==> src/rtl/fetch_stall_sequencer.sv <==
// Fetch-side sequencer: owns the PC and the IF/ID register, fetches over a req/ack port
// and applies hazard-unit stalls, branch redirects and the END halt.
module fetch_stall_sequencer #(
    parameter int unsigned     PC_W    = 16,
    parameter int unsigned     INSTR_W = 16,
    parameter int unsigned     OP_LSB  = 13,
    parameter logic [PC_W-1:0] PC_INC  = {{(PC_W-1){1'b0}}, 1'b1},
    parameter logic [PC_W-1:0] PC_RST  = {PC_W{1'b0}}
) (
    input  logic               clk,
    input  logic               rst_n,
    input  logic               PC_WriteEn,
    input  logic               IFID_WriteEn,
    input  logic               Stall_flush,
    input  logic               Branch_Taken,
    input  logic [PC_W-1:0]    Branch_Target,
    input  logic               IMem_Ack,
    input  logic [INSTR_W-1:0] IMem_Data,
    output logic               IMem_Req,
    output logic [PC_W-1:0]    IMem_Addr,
    output logic [INSTR_W-1:0] IFID_Instr,
    output logic [PC_W-1:0]    IFID_PC,
    output logic               IFID_Valid,
    output logic               IDEX_Bubble,
    output logic               Halted,
    output logic [15:0]        StallCount
);

    typedef enum logic [1:0] {
        FETCH = 2'd0,
        HOLD  = 2'd1,
        DRAIN = 2'd2,
        HALT  = 2'd3
    } fetchState_t;

    localparam logic [2:0] OP_END = 3'b111;

    function automatic logic [15:0] satInc16(input logic [15:0] value);
        if (value == 16'hFFFF) begin
            return value;
        end else begin
            return value + 16'd1;
        end
    endfunction

    function automatic logic [2:0] opcodeOf(input logic [INSTR_W-1:0] instr);
        return instr[OP_LSB +: 3];
    endfunction

    fetchState_t        state_r;
    fetchState_t        nextState_s;
    logic [PC_W-1:0]    pc_r;
    logic [PC_W-1:0]    pcNext_s;
    logic [INSTR_W-1:0] bufInstr_r;
    logic [INSTR_W-1:0] bufInstrNext_s;
    logic               bufValid_r;
    logic               bufValidNext_s;
    logic [INSTR_W-1:0] ifidInstrNext_s;
    logic [PC_W-1:0]    ifidPcNext_s;
    logic               ifidValidNext_s;
    logic               reqNext_s;
    logic [PC_W-1:0]    addrNext_s;
    logic               bubbleNext_s;
    logic [15:0]        stallCountNext_s;
    logic               ackValid_s;
    logic               advance_s;
    logic               outstanding_s;
    logic               endInIfid_s;

    // An Ack only counts while our own request is on the bus, so a stale Ack after reset is dropped.
    assign ackValid_s    = IMem_Ack & IMem_Req;
    assign outstanding_s = IMem_Req & ~IMem_Ack;
    assign advance_s     = PC_WriteEn & IFID_WriteEn;
    assign endInIfid_s   = IFID_Valid & (opcodeOf(IFID_Instr) == OP_END);

    // State register.
    always_ff @(posedge clk) begin
        if (!rst_n) begin
            state_r <= FETCH;
        end else begin
            state_r <= nextState_s;
        end
    end

    // Next-state, next-PC and next-output computation.
    always_comb begin
        nextState_s     = state_r;
        pcNext_s        = pc_r;
        bufInstrNext_s  = bufInstr_r;
        bufValidNext_s  = bufValid_r;
        ifidInstrNext_s = IFID_Instr;
        ifidPcNext_s    = IFID_PC;
        ifidValidNext_s = IFID_Valid;

        if (state_r == HALT) begin
            nextState_s = HALT;
        end else if (Branch_Taken) begin
            // Redirect beats stall and HOLD; a same-cycle Ack belongs to the wrong path.
            pcNext_s        = Branch_Target;
            ifidValidNext_s = 1'b0;
            bufValidNext_s  = 1'b0;
            nextState_s     = outstanding_s ? DRAIN : FETCH;
        end else if (endInIfid_s) begin
            nextState_s = HALT;
        end else begin
            case (state_r)
                FETCH: begin
                    if (ackValid_s && advance_s) begin
                        ifidInstrNext_s = IMem_Data;
                        ifidPcNext_s    = pc_r;
                        ifidValidNext_s = 1'b1;
                        pcNext_s        = pc_r + PC_INC;
                    end else if (ackValid_s) begin
                        bufInstrNext_s = IMem_Data;
                        bufValidNext_s = 1'b1;
                        nextState_s    = HOLD;
                    end else if (IFID_WriteEn) begin
                        ifidValidNext_s = 1'b0;
                    end else begin
                        ifidValidNext_s = IFID_Valid;
                    end
                end
                HOLD: begin
                    if (advance_s) begin
                        ifidInstrNext_s = bufInstr_r;
                        ifidPcNext_s    = pc_r;
                        ifidValidNext_s = bufValid_r;
                        bufValidNext_s  = 1'b0;
                        pcNext_s        = pc_r + PC_INC;
                        nextState_s     = FETCH;
                    end else begin
                        nextState_s = HOLD;
                    end
                end
                DRAIN: begin
                    if (ackValid_s) begin
                        nextState_s = FETCH;
                    end else begin
                        nextState_s = DRAIN;
                    end
                end
                default: begin
                    nextState_s = FETCH;
                end
            endcase
        end

        // DRAIN keeps the abandoned address on the bus until its Ack is absorbed.
        reqNext_s = (nextState_s == FETCH) || (nextState_s == DRAIN);
        if (nextState_s == DRAIN) begin
            addrNext_s = IMem_Addr;
        end else begin
            addrNext_s = pcNext_s;
        end

        bubbleNext_s = Stall_flush | Branch_Taken | ~IFID_Valid;
        if (Stall_flush) begin
            stallCountNext_s = satInc16(StallCount);
        end else begin
            stallCountNext_s = StallCount;
        end
    end

    // PC, buffer and registered outputs.
    always_ff @(posedge clk) begin
        if (!rst_n) begin
            pc_r        <= PC_RST;
            bufInstr_r  <= {INSTR_W{1'b0}};
            bufValid_r  <= 1'b0;
            IMem_Req    <= 1'b0;
            IMem_Addr   <= PC_RST;
            IFID_Instr  <= {INSTR_W{1'b0}};
            IFID_PC     <= {PC_W{1'b0}};
            IFID_Valid  <= 1'b0;
            IDEX_Bubble <= 1'b1;
            Halted      <= 1'b0;
            StallCount  <= 16'd0;
        end else begin
            pc_r        <= pcNext_s;
            bufInstr_r  <= bufInstrNext_s;
            bufValid_r  <= bufValidNext_s;
            IMem_Req    <= reqNext_s;
            IMem_Addr   <= addrNext_s;
            IFID_Instr  <= ifidInstrNext_s;
            IFID_PC     <= ifidPcNext_s;
            IFID_Valid  <= ifidValidNext_s;
            IDEX_Bubble <= bubbleNext_s;
            Halted      <= (nextState_s == HALT);
            StallCount  <= stallCountNext_s;
        end
    end

endmodule

==> config.mk <==
export PLATFORM = sky130hd
export DESIGN_NAME = fetch_stall_sequencer
export DESIGN_NICKNAME = d
export VERILOG_FILES = /design/src/rtl/fetch_stall_sequencer.sv
export SDC_FILE = /design/constraint.sdc
export NUM_CORES = 1
export LEC_CHECK = 0
export BUFFER_PORTS_ARGS = -buffer_cell sky130_fd_sc_hd__buf_2
export CAP_MARGIN = 25
export CORE_UTILIZATION = 25
export CTS_BUF_LIST = sky130_fd_sc_hd__clkbuf_8
export CTS_CLUSTER_DIAMETER = 50
export CTS_CLUSTER_SIZE = 20
export DETAILED_ROUTE_END_ITERATION = 12
export PLACE_DENSITY = 0.42
export SETUP_SLACK_MARGIN = 0.1
export SYNTH_ARGS = -nofsm -noshare
export SYNTH_HDL_FRONTEND = slang
export SYNTH_SLANG_ARGS = --single-unit
==> constraint.sdc <==
create_clock -name clk -period 1.83 [get_ports clk]
set_input_delay 0.183 -clock clk [delete_from_list [all_inputs] [get_ports clk]]
set_output_delay 0.183 -clock clk [all_outputs]
set_load 0.02 [all_outputs]
==> results of run 1 <==
## final timing paths
path	slack (ns)	depth (start not counted)	to	start
worst max-delay path	0.09	6	IMem_Addr[9]	state_r[1]
worst min-delay path	0.02	3	bufInstr_r[9]	IMem_Data[9]
worst max register to register	0.09	6	IMem_Addr[9]	state_r[1]
worst min register to register	0.46	2	IFID_PC[6]	IFID_PC[6]
## timing repair
action,CTS,global route
endpoints found under the setup margin,21,72
hold buffers,6,0
setup buffers,1,7
pin swaps,1,12
endpoints found under the hold margin,6,0
gates cloned,0,2
gates resized for setup,8,37
## cells by family (layout without fill, tap and decap cells)
family / Yosys count / count (layout)
simple gates: 234 / 234
compound gates: 139 / 139
flops: 103 / 103
buf+inv: 44 / 191
mux: 20 / 20
xor+xnor: 11 / 11
fa+ha+maj: 2 / 2
## critical path, cell delays in order (launching register included)
cell and delay [ns]:
sky130_fd_sc_hd__dfxtp_4 0.38, sky130_fd_sc_hd__or2_4 0.27, sky130_fd_sc_hd__a32o_2 0.29, sky130_fd_sc_hd__o2111ai_4 0.17
sky130_fd_sc_hd__buf_12 0.18, sky130_fd_sc_hd__inv_2 0.05, sky130_fd_sc_hd__o31a_1 0.28
## power by group through the flow
stage,Combinational (W),Clock [W],Sequential (W)
2_1_floorplan,0.000277,0,0.00248
3_3_place_gp,0.000581,0,0.00243
3_5_place_dp,0.000585,0,0.00243
4_1_cts,0.000600,0.00163,0.00238
5_1_grt,0.000697,0.00172,0.00240
6_report,0.000640,0.00156,0.00238
## registers in the layout, indices dropped and copies added (netlist names), 2 cells and up
| name | flops |
|---|---|
| pc_r | 16 |
| IMem_Addr | 16 |
| bufInstr_r | 16 |
| IFID_PC | 16 |
| IFID_Instr | 16 |
| state_r | 2 |
| StallCount | 16 |
## cell usage in the layout, fill, tap and decap left out, types with 4 or more instances in the layout
cell type                       count
sky130_fd_sc_hd__buf_2            106
sky130_fd_sc_hd__nand2_1           95
sky130_fd_sc_hd__dfxtp_1           87
sky130_fd_sc_hd__a21oi_1           52
sky130_fd_sc_hd__buf_4             49
sky130_fd_sc_hd__nor2_1            45
sky130_fd_sc_hd__o21ai_0           23
sky130_fd_sc_hd__mux2i_1           20
sky130_fd_sc_hd__nand3_1           16
sky130_fd_sc_hd__a211oi_1          16
sky130_fd_sc_hd__dfxtp_2           14
sky130_fd_sc_hd__nor3_1            14
sky130_fd_sc_hd__nand4_1           13
sky130_fd_sc_hd__and2_1             9
sky130_fd_sc_hd__clkbuf_8           9
sky130_fd_sc_hd__xnor2_1            8
sky130_fd_sc_hd__a31oi_1            7
sky130_fd_sc_hd__and3_1             6
sky130_fd_sc_hd__dlygate4sd3_1      6
sky130_fd_sc_hd__and4_4             4
sky130_fd_sc_hd__buf_6              4
## stage by stage
step	setup TNS [ns]	instances	hold WS, ns
finish	0	929	0.0238
global route	0	929	0.00921
CTS	0	920	0.000794
detailed placement	-0.000251	897	0.444
global placement	0	897	0.435
floorplan	0	553	0.289
## cell usage after synthesis (2+ instances only)
cell type	count	area [µm²]
sky130_fd_sc_hd__buf_1	3	11.3
sky130_fd_sc_hd__buf_2	12	60.1
sky130_fd_sc_hd__o22ai_1	2	12.5
sky130_fd_sc_hd__nand4_1	13	81.3
sky130_fd_sc_hd__mux2i_1	20	200
sky130_fd_sc_hd__inv_2	2	7.51
sky130_fd_sc_hd__nand2b_1	2	12.5
sky130_fd_sc_hd__clkbuf_1	18	67.6
sky130_fd_sc_hd__nor4_1	5	31.3
sky130_fd_sc_hd__or3_1	4	25.0
sky130_fd_sc_hd__dfxtp_1	103	2060
sky130_fd_sc_hd__clkbuf_2	2	10.0
sky130_fd_sc_hd__nor3b_1	2	15.0
sky130_fd_sc_hd__inv_1	3	11.3
sky130_fd_sc_hd__nor3_2	2	20.0
sky130_fd_sc_hd__o21ai_0	25	125
sky130_fd_sc_hd__nand3_1	17	85.1
sky130_fd_sc_hd__ha_1	2	25.0
sky130_fd_sc_hd__nor3_1	14	70.1
sky130_fd_sc_hd__a31oi_1	7	43.8
sky130_fd_sc_hd__nand2_1	95	357
sky130_fd_sc_hd__or4_1	3	22.5
sky130_fd_sc_hd__a32o_1	2	20.0
sky130_fd_sc_hd__and2_1	9	56.3
sky130_fd_sc_hd__o211a_1	2	20.0
sky130_fd_sc_hd__o21a_1	3	22.5
sky130_fd_sc_hd__xor2_1	3	26.3
sky130_fd_sc_hd__o21ba_2	2	20.0
sky130_fd_sc_hd__buf_4	4	30.0
sky130_fd_sc_hd__and3_1	6	37.5
sky130_fd_sc_hd__a2bb2oi_1	2	17.5
sky130_fd_sc_hd__o311a_1	2	20.0
sky130_fd_sc_hd__o211ai_1	3	22.5
sky130_fd_sc_hd__nor4b_1	2	17.5
sky130_fd_sc_hd__and4_4	3	33.8
sky130_fd_sc_hd__a211oi_1	17	128
sky130_fd_sc_hd__nand3b_1	2	15.0
sky130_fd_sc_hd__nor2_1	46	173
sky130_fd_sc_hd__xnor2_1	8	70.1
sky130_fd_sc_hd__and4_1	3	26.3
sky130_fd_sc_hd__o21bai_1	2	15.0
sky130_fd_sc_hd__a21oi_1	52	260
## layer usage
layer / vias up / share of wire (%) / track usage, %
met2: 109 / 48 / 25.9
li1: 2262 / - / -
met1: 2154 / 46 / 20.8
met5: - / 0 / 0
met3: 16 / 4.4 / 2.91
met4: 0 / 1.7 / 6.29
## cell type report
cell class | instances | share of cell area (%)
Timing Repair Buffer | 170 | 17.9
Tap cell | 229 | 4.59
Inverter | 5 | 0.301
Clock inverter | 7 | 1.44
Sequential cell | 103 | 33.5
Multi-Input combinational cell | 406 | 40.4
Clock buffer | 9 | 1.99
==> implementation parameters, run 1 <==
Parameter                              Value

Layout
  Total area of multi-input combinational cells    0.00252 mm²
  Area growth from synthesis to layout    35.5%
  Number of nets in the layout    736
  Number of antenna cells inserted    0
  Register area    0.00209 mm²
  Fraction of layout instances using a drive strength above 1    33.6%
  Finished Core Util    34.6%
  Finished Cell Area    0.00624 mm²
  Number of filler cells placed in the layout    1970

Clock tree
  Max H-tree Level    3
  TritonCTS clock tree    built
  Number of buffers created by CTS    9
  Library cell used as clock root buffer    sky130_fd_sc_hd__clkbuf_8
  Worst-path clk slew    0.11 ns
  Count of clock tree sinks    103
  Number of buffers between clock root and the deepest sink    2
  Clock latency of the later-clocked register in the worst-skew pair    0.40 ns

Critical path
  Sort of element at the end of the critical path    flop
  Setup crit start kind    flop
  Worst endpoint required time    2.13 ns
  WP data arrival    2.03 ns
  Highest fanout seen on the critical path    7
  Start-to-end type of the worst setup path    reg -> reg

Pwr
  Largest vdd supply drop    0.307 mV
  Combinational share of power    14.0%
  Switching Fraction    29.0%
  Power per unit of standard cell area    734 mW/mm²
  Overall Power    0.00458 W
  Part of the total power dissipated in sequential elements    52.0%
  Net Switching    0.00133 W
  Int Pwr    0.00325 W
  Leakage power figure    2.64 nW
  Clock network fraction of design power    34.0%

Floorplanning
  Initial cell density of the core    25.5%
  Number of ports placed on the die boundary    107
  Die Height    138 µm
  Die X-Extent    138 µm
  Full die area    0.0190 mm²
  FP Rows    49
  Core region area    0.0180 mm²

Global routing
  Number of antenna violations at the first check in global routing    0
  Vias in the first global route    4252
  Maximum number of pins on one net before global-route repair    51
  Residual overflow from global routing    0
  Total GRT Usage    15.9%
  Global-route wire length before repair    22.5 mm

STA
  Unrepaired setup endpoints after global routing    yes
  Number of max-slew violations in the final report    0
  Final critical delay including setup and external delays    1.74 ns
  Final clock skew    0.0144 ns
  Final number of hold-violating endpoints    0
  Endpoints failing setup    0
  Slew at the pin with the worst max-slew slack    0.479 ns
  FMAX    0.575 GHz
  Max-slew headroom at the worst pin    67.7%
  Final worst slack    0.0911 ns
  Final worst-path cycle share    95.0%

Synthesis
  Mean area per synthesized cell    8.32 µm²
  Seq cells post-synth    103
  Adder-Cell Fraction of Synth Area    0.544%
  Share of async-settable or async-resettable flops after synthesis    0%
  Primary flip-flop cell chosen by synthesis mapping    sky130_fd_sc_hd__dfxtp_1
  Xor/xnor share of the synthesized area    2.09%
  Fraction of the mapped netlist area in compound gates    19.4%
  Distinct cells, synth    66
  Number of synthesized flops with an enable pin    0
  Cell area after synthesis    0.00460 mm²
  Part of the Yosys area used for sequential elements    44.8%
  Yosys warnings    0
  Simple-gate share of the synthesized area    24.5%
  Post-synthesis mux area share    4.35%
  Net count after synthesis    594
  Instance count of the mapped netlist    553
  Dominant combinational cell family by area after synthesis    simple AND/OR/NAND/NOR gates

Outcome
  Status    completed

Routing
  Drt initial violations    272
  TritonRoute pass-1 iters    4
  Routed WL per cell    16.3 µm
  ANT nets after route    0
  Number of design rule violations left after detail routing    0
  Wire length after detailed routing    15.1 mm
  Routed vias    4541
  Routed via count divided by cell count    4.89

Run
  Max-capacitance violation count    0

Hold path
  Path category of the worst min-delay check    in -> reg

Place
  Place WS    -0.000251 ns
  Total placed instance area    0.00566 mm²
  Final RePlAce weighted congestion    0.838
  Port Buf Inserts    106
  Estimated wirelength of the detail-placed design    10.7 mm
Note: power is estimated with default switching activity, not from simulation.
==> run 2, diff against run 1 <==
--- a/config.mk
+++ b/config.mk
@@ -7,12 +7,15 @@
 export LEC_CHECK = 0
 export BUFFER_PORTS_ARGS = -buffer_cell sky130_fd_sc_hd__buf_2
 export CAP_MARGIN = 25
+export CELL_PAD_IN_SITES_DETAIL_PLACEMENT = 2
+export CELL_PAD_IN_SITES_GLOBAL_PLACEMENT = 2
+export CORE_ASPECT_RATIO = 0.6
 export CORE_UTILIZATION = 25
 export CTS_BUF_LIST = sky130_fd_sc_hd__clkbuf_8
 export CTS_CLUSTER_DIAMETER = 50
 export CTS_CLUSTER_SIZE = 20
 export DETAILED_ROUTE_END_ITERATION = 12
-export PLACE_DENSITY = 0.42
+export PLACE_DENSITY = 0.65
 export SETUP_SLACK_MARGIN = 0.1
 export SYNTH_ARGS = -nofsm -noshare
 export SYNTH_HDL_FRONTEND = slang
==> implementation parameters, run 2 (synthesis gave the netlist of run 1 again) <==
Parameter                              Value

Routing
  ANT nets after route    0 (unchanged)
  Drt initial violations    253 (was 272)
  Highest metal used    met4 (unchanged)
  Routed via count divided by cell count    5.01 (was 4.89)
  TritonRoute pass-1 iters    4 (unchanged)
  Routed vias    4783 (was 4541)
  M1 WL    9.23 mm (was 7.01 mm)
  Routed WL per cell    19.4 µm (was 16.3 µm)
  Wire length after detailed routing    18.5 mm (was 15.1 mm)
  Met3 Routed Length    910 µm (was 671 µm)
  Met2 wirelength from detailed routing    8.18 mm (was 7.18 mm)
  Number of design rule violations left after detail routing    0 (unchanged)

STA
  Unrepaired setup endpoints after global routing    yes (unchanged)
  Final clock skew    0.0164 ns (was 0.0144 ns)
  Final worst-path cycle share    96.4% (was 95.0%)
  Final critical delay including setup and external delays    1.76 ns (was 1.74 ns)
  FMAX    0.567 GHz (was 0.575 GHz)
  Max-slew headroom at the worst pin    67.1% (was 67.7%)
  Endpoints failing setup    0 (unchanged)
  Number of max-slew violations in the final report    0 (unchanged)
  Final number of hold-violating endpoints    0 (unchanged)
  Final worst slack    0.0655 ns (was 0.0911 ns)
  WHS    0.0439 ns (was 0.0238 ns)
  Slew at the pin with the worst max-slew slack    0.494 ns (was 0.479 ns)

Floorplanning
  Full die area    0.0190 mm² (about the same)
  Die X-Extent    177 µm (was 138 µm)
  FP Rows    38 (was 49)
  Die Height    107 µm (was 138 µm)
  Initial cell density of the core    25.5% (about the same)
  Number of ports placed on the die boundary    107 (unchanged)
  Core region area    0.0180 mm² (about the same)

Clock tree
  Count of clock tree sinks    103 (unchanged)
  Number of buffers created by CTS    9 (unchanged)
  Number of buffers between clock root and the deepest sink    2 (unchanged)
  TritonCTS clock tree    built (unchanged)
  Worst-path clk slew    0.11 ns (about the same)
  Clock latency of the later-clocked register in the worst-skew pair    0.39 ns (was 0.40 ns)
  Library cell used as clock root buffer    sky130_fd_sc_hd__clkbuf_8 (unchanged)
  Max H-tree Level    3 (unchanged)

Layout
  Top library cells by usage in the layout, fill and taps aside    sky130_fd_sc_hd__buf_2, sky130_fd_sc_hd__nand2_1, sky130_fd_sc_hd__dfxtp_1 (unchanged)
  Area growth from synthesis to layout    40.6% (was 35.5%)
  Most frequent standard cell in the layout excluding fill and tap cells    sky130_fd_sc_hd__buf_2 (unchanged)
  Fraction of layout instances using a drive strength above 1    39.2% (was 33.6%)
  Number of nets in the layout    751 (was 736)
  Register area    0.00210 mm² (was 0.00209 mm²)
  Number of filler cells placed in the layout    2042 (was 1970)
  Total area of multi-input combinational cells    0.00261 mm² (was 0.00252 mm²)
  Number of antenna cells inserted    0 (unchanged)

Critical path
  Start-to-end type of the worst setup path    reg -> reg (unchanged)
  Terminus of the critical flop-to-flop path    IMem_Addr[11] (was IMem_Addr[9])
  Setup crit start kind    flop (unchanged)
  Origin of the critical flop-to-flop path    IMem_Req (was state_r[1])
  Worst reg2reg setup slack    0.07 ns (was 0.09 ns)
  Highest fanout seen on the critical path    5 (was 7)
  R2R depth    5 (was 6)
  Worst endpoint required time    2.13 ns (about the same)
  Sort of element at the end of the critical path    flop (unchanged)
  WP data arrival    2.07 ns (was 2.03 ns)

Outcome
  Status    completed (unchanged)

Global routing
  Total GRT Usage    19.8% (was 15.9%)
  Number of antenna violations at the first check in global routing    0 (unchanged)
  Residual overflow from global routing    0 (unchanged)
  Maximum number of pins on one net before global-route repair    40 (was 51)
  Vias in the first global route    5032 (was 4252)
  Global-route wire length before repair    28.5 mm (was 22.5 mm)

Hold path
  Terminating pin of the worst hold path    bufInstr_r[10] (was bufInstr_r[9])
  Cell count of the worst hold path    3 (unchanged)
  Path category of the worst min-delay check    in -> reg (unchanged)
  Hold_sp    IMem_Data[10] (was IMem_Data[9])

Place
  Port Buf Inserts    106 (unchanged)
  Estimated wirelength of the detail-placed design    13.4 mm (was 10.7 mm)
  Final RePlAce weighted congestion    0.840 (was 0.838)
  Place WS    -0.0341 ns (was -0.000251 ns)

Pwr
  Power per unit of standard cell area    721 mW/mm² (was 734 mW/mm²)
  Largest vdd supply drop    0.371 mV (was 0.307 mV)
  Leakage power figure    2.74 nW (was 2.64 nW)

Run
  Max-capacitance violation count    0 (unchanged)
==> run 2: cell types whose count changed in the layout (fill, tap and decap cells not counted), moves of 4 or more <==
cell                            delta
sky130_fd_sc_hd__o21ai_1           +6
sky130_fd_sc_hd__nor3_1            -5
sky130_fd_sc_hd__a21oi_1           -4
sky130_fd_sc_hd__dfxtp_1           -5
sky130_fd_sc_hd__a21oi_2           +4
sky130_fd_sc_hd__nand2_1           -4
sky130_fd_sc_hd__o21ai_0           -7
sky130_fd_sc_hd__dlygate4sd3_1     -6
sky130_fd_sc_hd__buf_4            +19
sky130_fd_sc_hd__nor3_2            +4
==> run 2: critical path: stages, from the launching register on <==
cell and delay [ns]:
sky130_fd_sc_hd__dfxtp_4 0.41, sky130_fd_sc_hd__a21o_1 0.14, sky130_fd_sc_hd__nand4_1 0.20, sky130_fd_sc_hd__buf_6 0.21, sky130_fd_sc_hd__or4_4 0.52, sky130_fd_sc_hd__a41oi_2 0.20
==> run 2: layout make-up <==
type                            count  area share [%]
Timing Repair Buffer              185            19.0
Multi-Input combinational cell    406            40.3
Clock buffer                        9            1.91
Sequential cell                   103            32.4
Clock inverter                      7            1.37
Inverter                            5           0.329
Tap cell                          240            4.64
==> run 2: through the flow <==
stage                     TNS (ns)  instances  util [%]  cell area [µm²]  total power [W]
after floorplan                  0        553         -             4620          0.00275
after global placement           0        919      31.9             5740          0.00301
after detailed placement   -0.0617        919      31.9             5740          0.00304
after CTS                        0        949      34.5             6210          0.00470
after global routing             0        955      35.9             6470          0.00488
final                            0        955      35.9             6470          0.00467
==> run 2: worst max path at each step <==
stage,from,endpoint,cells after the start
floorplan,IFID_Valid,IMem_Addr[5],6
global placement,pc_r[1],IMem_Addr[4],6
detailed placement,pc_r[1],IMem_Addr[4],6
CTS,pc_r[10],IMem_Addr[15],5
global route,IMem_Req,IMem_Addr[11],5
finish,IMem_Req,IMem_Addr[11],5
==> run 2: timing repair <==
item / 4_1_cts / 5_1_grt
hold endpoints to repair: 0 / 0
setup endpoints to repair: 36 / 69
gates cloned: 2 / 0
gates resized for setup: 34 / 55
setup buffers: 12 / 6
pin swaps: 11 / 18
hold buffers: 0 / 0
==> run 2: power by group <==
part           internal (W)  switching, W  total, W
logic              0.000291      0.000401  0.000692
clock network      0.000761      0.000811   0.00157
registers           0.00232     0.0000799   0.00240
==> run 2: routing by layer <==
metal,vias to the layer above,track usage [%]
met5,-,0
met2,84,30.4
met1,2395,28.1
met4,0,4.62
li1,2291,-
met3,13,3.97
==> run 3, diff against run 2 <==
--- a/config.mk
+++ b/config.mk
@@ -11,7 +11,6 @@
 export CELL_PAD_IN_SITES_GLOBAL_PLACEMENT = 2
 export CORE_ASPECT_RATIO = 0.6
 export CORE_UTILIZATION = 25
-export CTS_BUF_LIST = sky130_fd_sc_hd__clkbuf_8
 export CTS_CLUSTER_DIAMETER = 50
 export CTS_CLUSTER_SIZE = 20
 export DETAILED_ROUTE_END_ITERATION = 12
==> implementation parameters, run 3 (synthesis gave the netlist of run 1 again) <==
Parameter                              Value

Floorplanning
  Die X-Extent    177 µm (unchanged)
  FP Rows    38 (unchanged)
  Full die area    0.0190 mm² (unchanged)
  Number of ports placed on the die boundary    107 (unchanged)
  Core region area    0.0180 mm² (unchanged)
  Initial cell density of the core    25.5% (unchanged)
  Die Height    107 µm (unchanged)

Routing
  ANT nets after route    0 (unchanged)
  TritonRoute pass-1 iters    4 (unchanged)
  Wire length after detailed routing    18.8 mm (was 18.5 mm)
  Number of design rule violations left after detail routing    0 (unchanged)
  Routed vias    4742 (was 4783)
  Routed via count divided by cell count    4.98 (was 5.01)
  Routed WL per cell    19.7 µm (was 19.4 µm)
  Drt initial violations    243 (was 253)

Clock tree
  Worst-path clk slew    0.07 ns (was 0.11 ns)
  Max H-tree Level    3 (unchanged)
  Number of buffers between clock root and the deepest sink    2 (unchanged)
  TritonCTS clock tree    built (unchanged)
  Library cell used as clock root buffer    sky130_fd_sc_hd__clkbuf_16 (was sky130_fd_sc_hd__clkbuf_8)
  Clock latency of the later-clocked register in the worst-skew pair    0.36 ns (was 0.39 ns)
  Number of buffers created by CTS    9 (unchanged)
  Count of clock tree sinks    103 (unchanged)

STA
  Endpoints failing setup    0 (unchanged)
  Final worst-path cycle share    95.7% (was 96.4%)
  Unrepaired setup endpoints after global routing    yes (unchanged)
  Final clock skew    0.00911 ns (was 0.0164 ns)
  Final critical delay including setup and external delays    1.75 ns (was 1.76 ns)
  Number of max-slew violations in the final report    0 (unchanged)
  Slew at the pin with the worst max-slew slack    0.485 ns (was 0.494 ns)
  Final worst slack    0.0778 ns (was 0.0655 ns)
  FMAX    0.571 GHz (was 0.567 GHz)
  Final number of hold-violating endpoints    0 (unchanged)
  Max-slew headroom at the worst pin    67.6% (was 67.1%)

Critical path
  Slowest library cell on the worst path    sky130_fd_sc_hd__or3_4 (was sky130_fd_sc_hd__or4_4)
  Worst endpoint required time    2.07 ns (was 2.13 ns)
  Highest fanout seen on the critical path    7 (was 5)
  Setup crit start kind    flop (unchanged)
  Origin of the critical flop-to-flop path    state_r[1] (was IMem_Req)
  R2R depth    5 (unchanged)
  Dominant delay contributor by cell family on the critical path    compound AO/OA/AOI/OAI gates (was simple AND/OR/NAND/NOR gates)
  Stage delay of the slowest cell on the critical path    0.42 ns (was 0.52 ns)
  Terminus of the critical flop-to-flop path    IMem_Addr[5] (was IMem_Addr[11])
  WP data arrival    1.99 ns (was 2.07 ns)
  Start-to-end type of the worst setup path    reg -> reg (unchanged)
  CP bufs+invs    0 (was 1)
  Worst reg2reg setup slack    0.08 ns (was 0.07 ns)
  Sort of element at the end of the critical path    flop (unchanged)
  Cell breakdown of the critical path    a41o_1 > or3_4 > o211a_1 > a211oi_2 > a21oi_1 (was a21o_1 > nand4_1 > buf_6 > or4_4 > a41oi_2)

Place
  Estimated wirelength of the detail-placed design    13.4 mm (unchanged)
  Final RePlAce weighted congestion    0.840 (unchanged)
  Port Buf Inserts    106 (unchanged)
  Place WS    -0.0341 ns (unchanged)

Hold path
  Path category of the worst min-delay check    in -> reg (unchanged)
  Cell count of the worst hold path    3 (unchanged)
  Terminating pin of the worst hold path    bufInstr_r[11] (was bufInstr_r[10])
  Hold_sp    IMem_Data[11] (was IMem_Data[10])

Global routing
  Maximum number of pins on one net before global-route repair    40 (unchanged)
  Residual overflow from global routing    0 (unchanged)
  Vias in the first global route    4995 (was 5032)
  Total GRT Usage    19.8% (about the same)
  Number of antenna violations at the first check in global routing    0 (unchanged)
  Global-route wire length before repair    28.4 mm (was 28.5 mm)

Outcome
  Status    completed (unchanged)

Layout
  Area growth from synthesis to layout    42.6% (was 40.6%)
  Finished Core Util    36.4% (was 35.9%)
  Number of filler cells placed in the layout    2021 (was 2042)
  Fraction of layout instances using a drive strength above 1    38.6% (was 39.2%)
  Register area    0.00210 mm² (unchanged)
  Most frequent standard cell in the layout excluding fill and tap cells    sky130_fd_sc_hd__buf_2 (unchanged)
  Number of nets in the layout    749 (was 751)
  Number of antenna cells inserted    0 (unchanged)
  Top library cells by usage in the layout, fill and taps aside    sky130_fd_sc_hd__buf_2, sky130_fd_sc_hd__nand2_1, sky130_fd_sc_hd__dfxtp_1 (unchanged)
  Total area of multi-input combinational cells    0.00259 mm² (was 0.00261 mm²)

Run
  Max-capacitance violation count    0 (unchanged)

Pwr
  Largest vdd supply drop    0.430 mV (was 0.371 mV)
  Leakage power figure    2.78 nW (was 2.74 nW)
  Power per unit of standard cell area    788 mW/mm² (was 721 mW/mm²)
[run 3: cell count changes in the layout (fill, tap and decap cells not counted), moves of 4 or more]
cell	delta
sky130_fd_sc_hd__clkbuf_16	+10
sky130_fd_sc_hd__o21ai_1	-4
sky130_fd_sc_hd__buf_4	-5
sky130_fd_sc_hd__clkbuf_8	-9
[run 3: timing repair]
action                     in CTS  in global routing
setup endpoints to repair      35                 56
gates resized for setup        38                 47
setup buffers                   8                  7
cloned                          2                  1
hold buffers                    0                  0
pin swaps                      11                 17
[run 3: final cells by class]
class	instances	area share (%)
Clock buffer	10	3.49
Multi-Input combinational cell	406	39.4
Tap cell	240	4.58
Sequential cell	103	32.0
Timing Repair Buffer	183	18.9
Inverter	5	0.286
Clock inverter	6	1.30
[run 3: worst reg2reg max path, delay by kind of cell (launching register included)]
kind | cells | cell delay, ns
AO/OA/AOI/OAI | 4 | 0.84
flip-flops | 1 | 0.37
AND/OR/NAND/NOR | 1 | 0.42
[run 3: worst max-delay path by stage]
stage	cells after the start	startpoint	slack, ns	to
2_1_floorplan	6	IFID_Valid	0.1	IMem_Addr[5]
3_3_place_gp	6	pc_r[1]	0.005	IMem_Addr[4]
3_5_place_dp	6	pc_r[1]	-0.03	IMem_Addr[4]
4_1_cts	5	state_r[1]	0.09	IMem_Addr[11]
5_1_grt	7	StallCount[1]	0.02	StallCount[5]
6_report	5	state_r[1]	0.08	IMem_Addr[5]
[run 3: stage by stage]
stage	hold WS, ns	instances	setup TNS (ns)	power, W	cell area (µm²)
global route	0.0724	953	0	0.00539	6560
finish	0.0795	953	0	0.00517	6560
CTS	0.0646	945	0	0.00520	6300
detailed placement	0.449	919	-0.0617	0.00304	5740
floorplan	0.289	553	0	0.00275	4620
global placement	0.437	919	0	0.00301	5740
[run 3: per-layer routing]
layer / up-vias / part of all wire [%] / global-route usage (%)
met5: - / 0 / 0
met4: 0 / 0.79 / 3.88
met3: 12 / 6.7 / 4.86
met2: 107 / 44 / 30.1
met1: 2339 / 48 / 28.2
li1: 2284 / - / -
[run 3: where the power goes]
part	internal (W)	switching, W	total (W)
combinational	0.000289	0.000403	0.000693
sequential	0.00232	0.0000816	0.00240
clock	0.00120	0.000876	0.00207
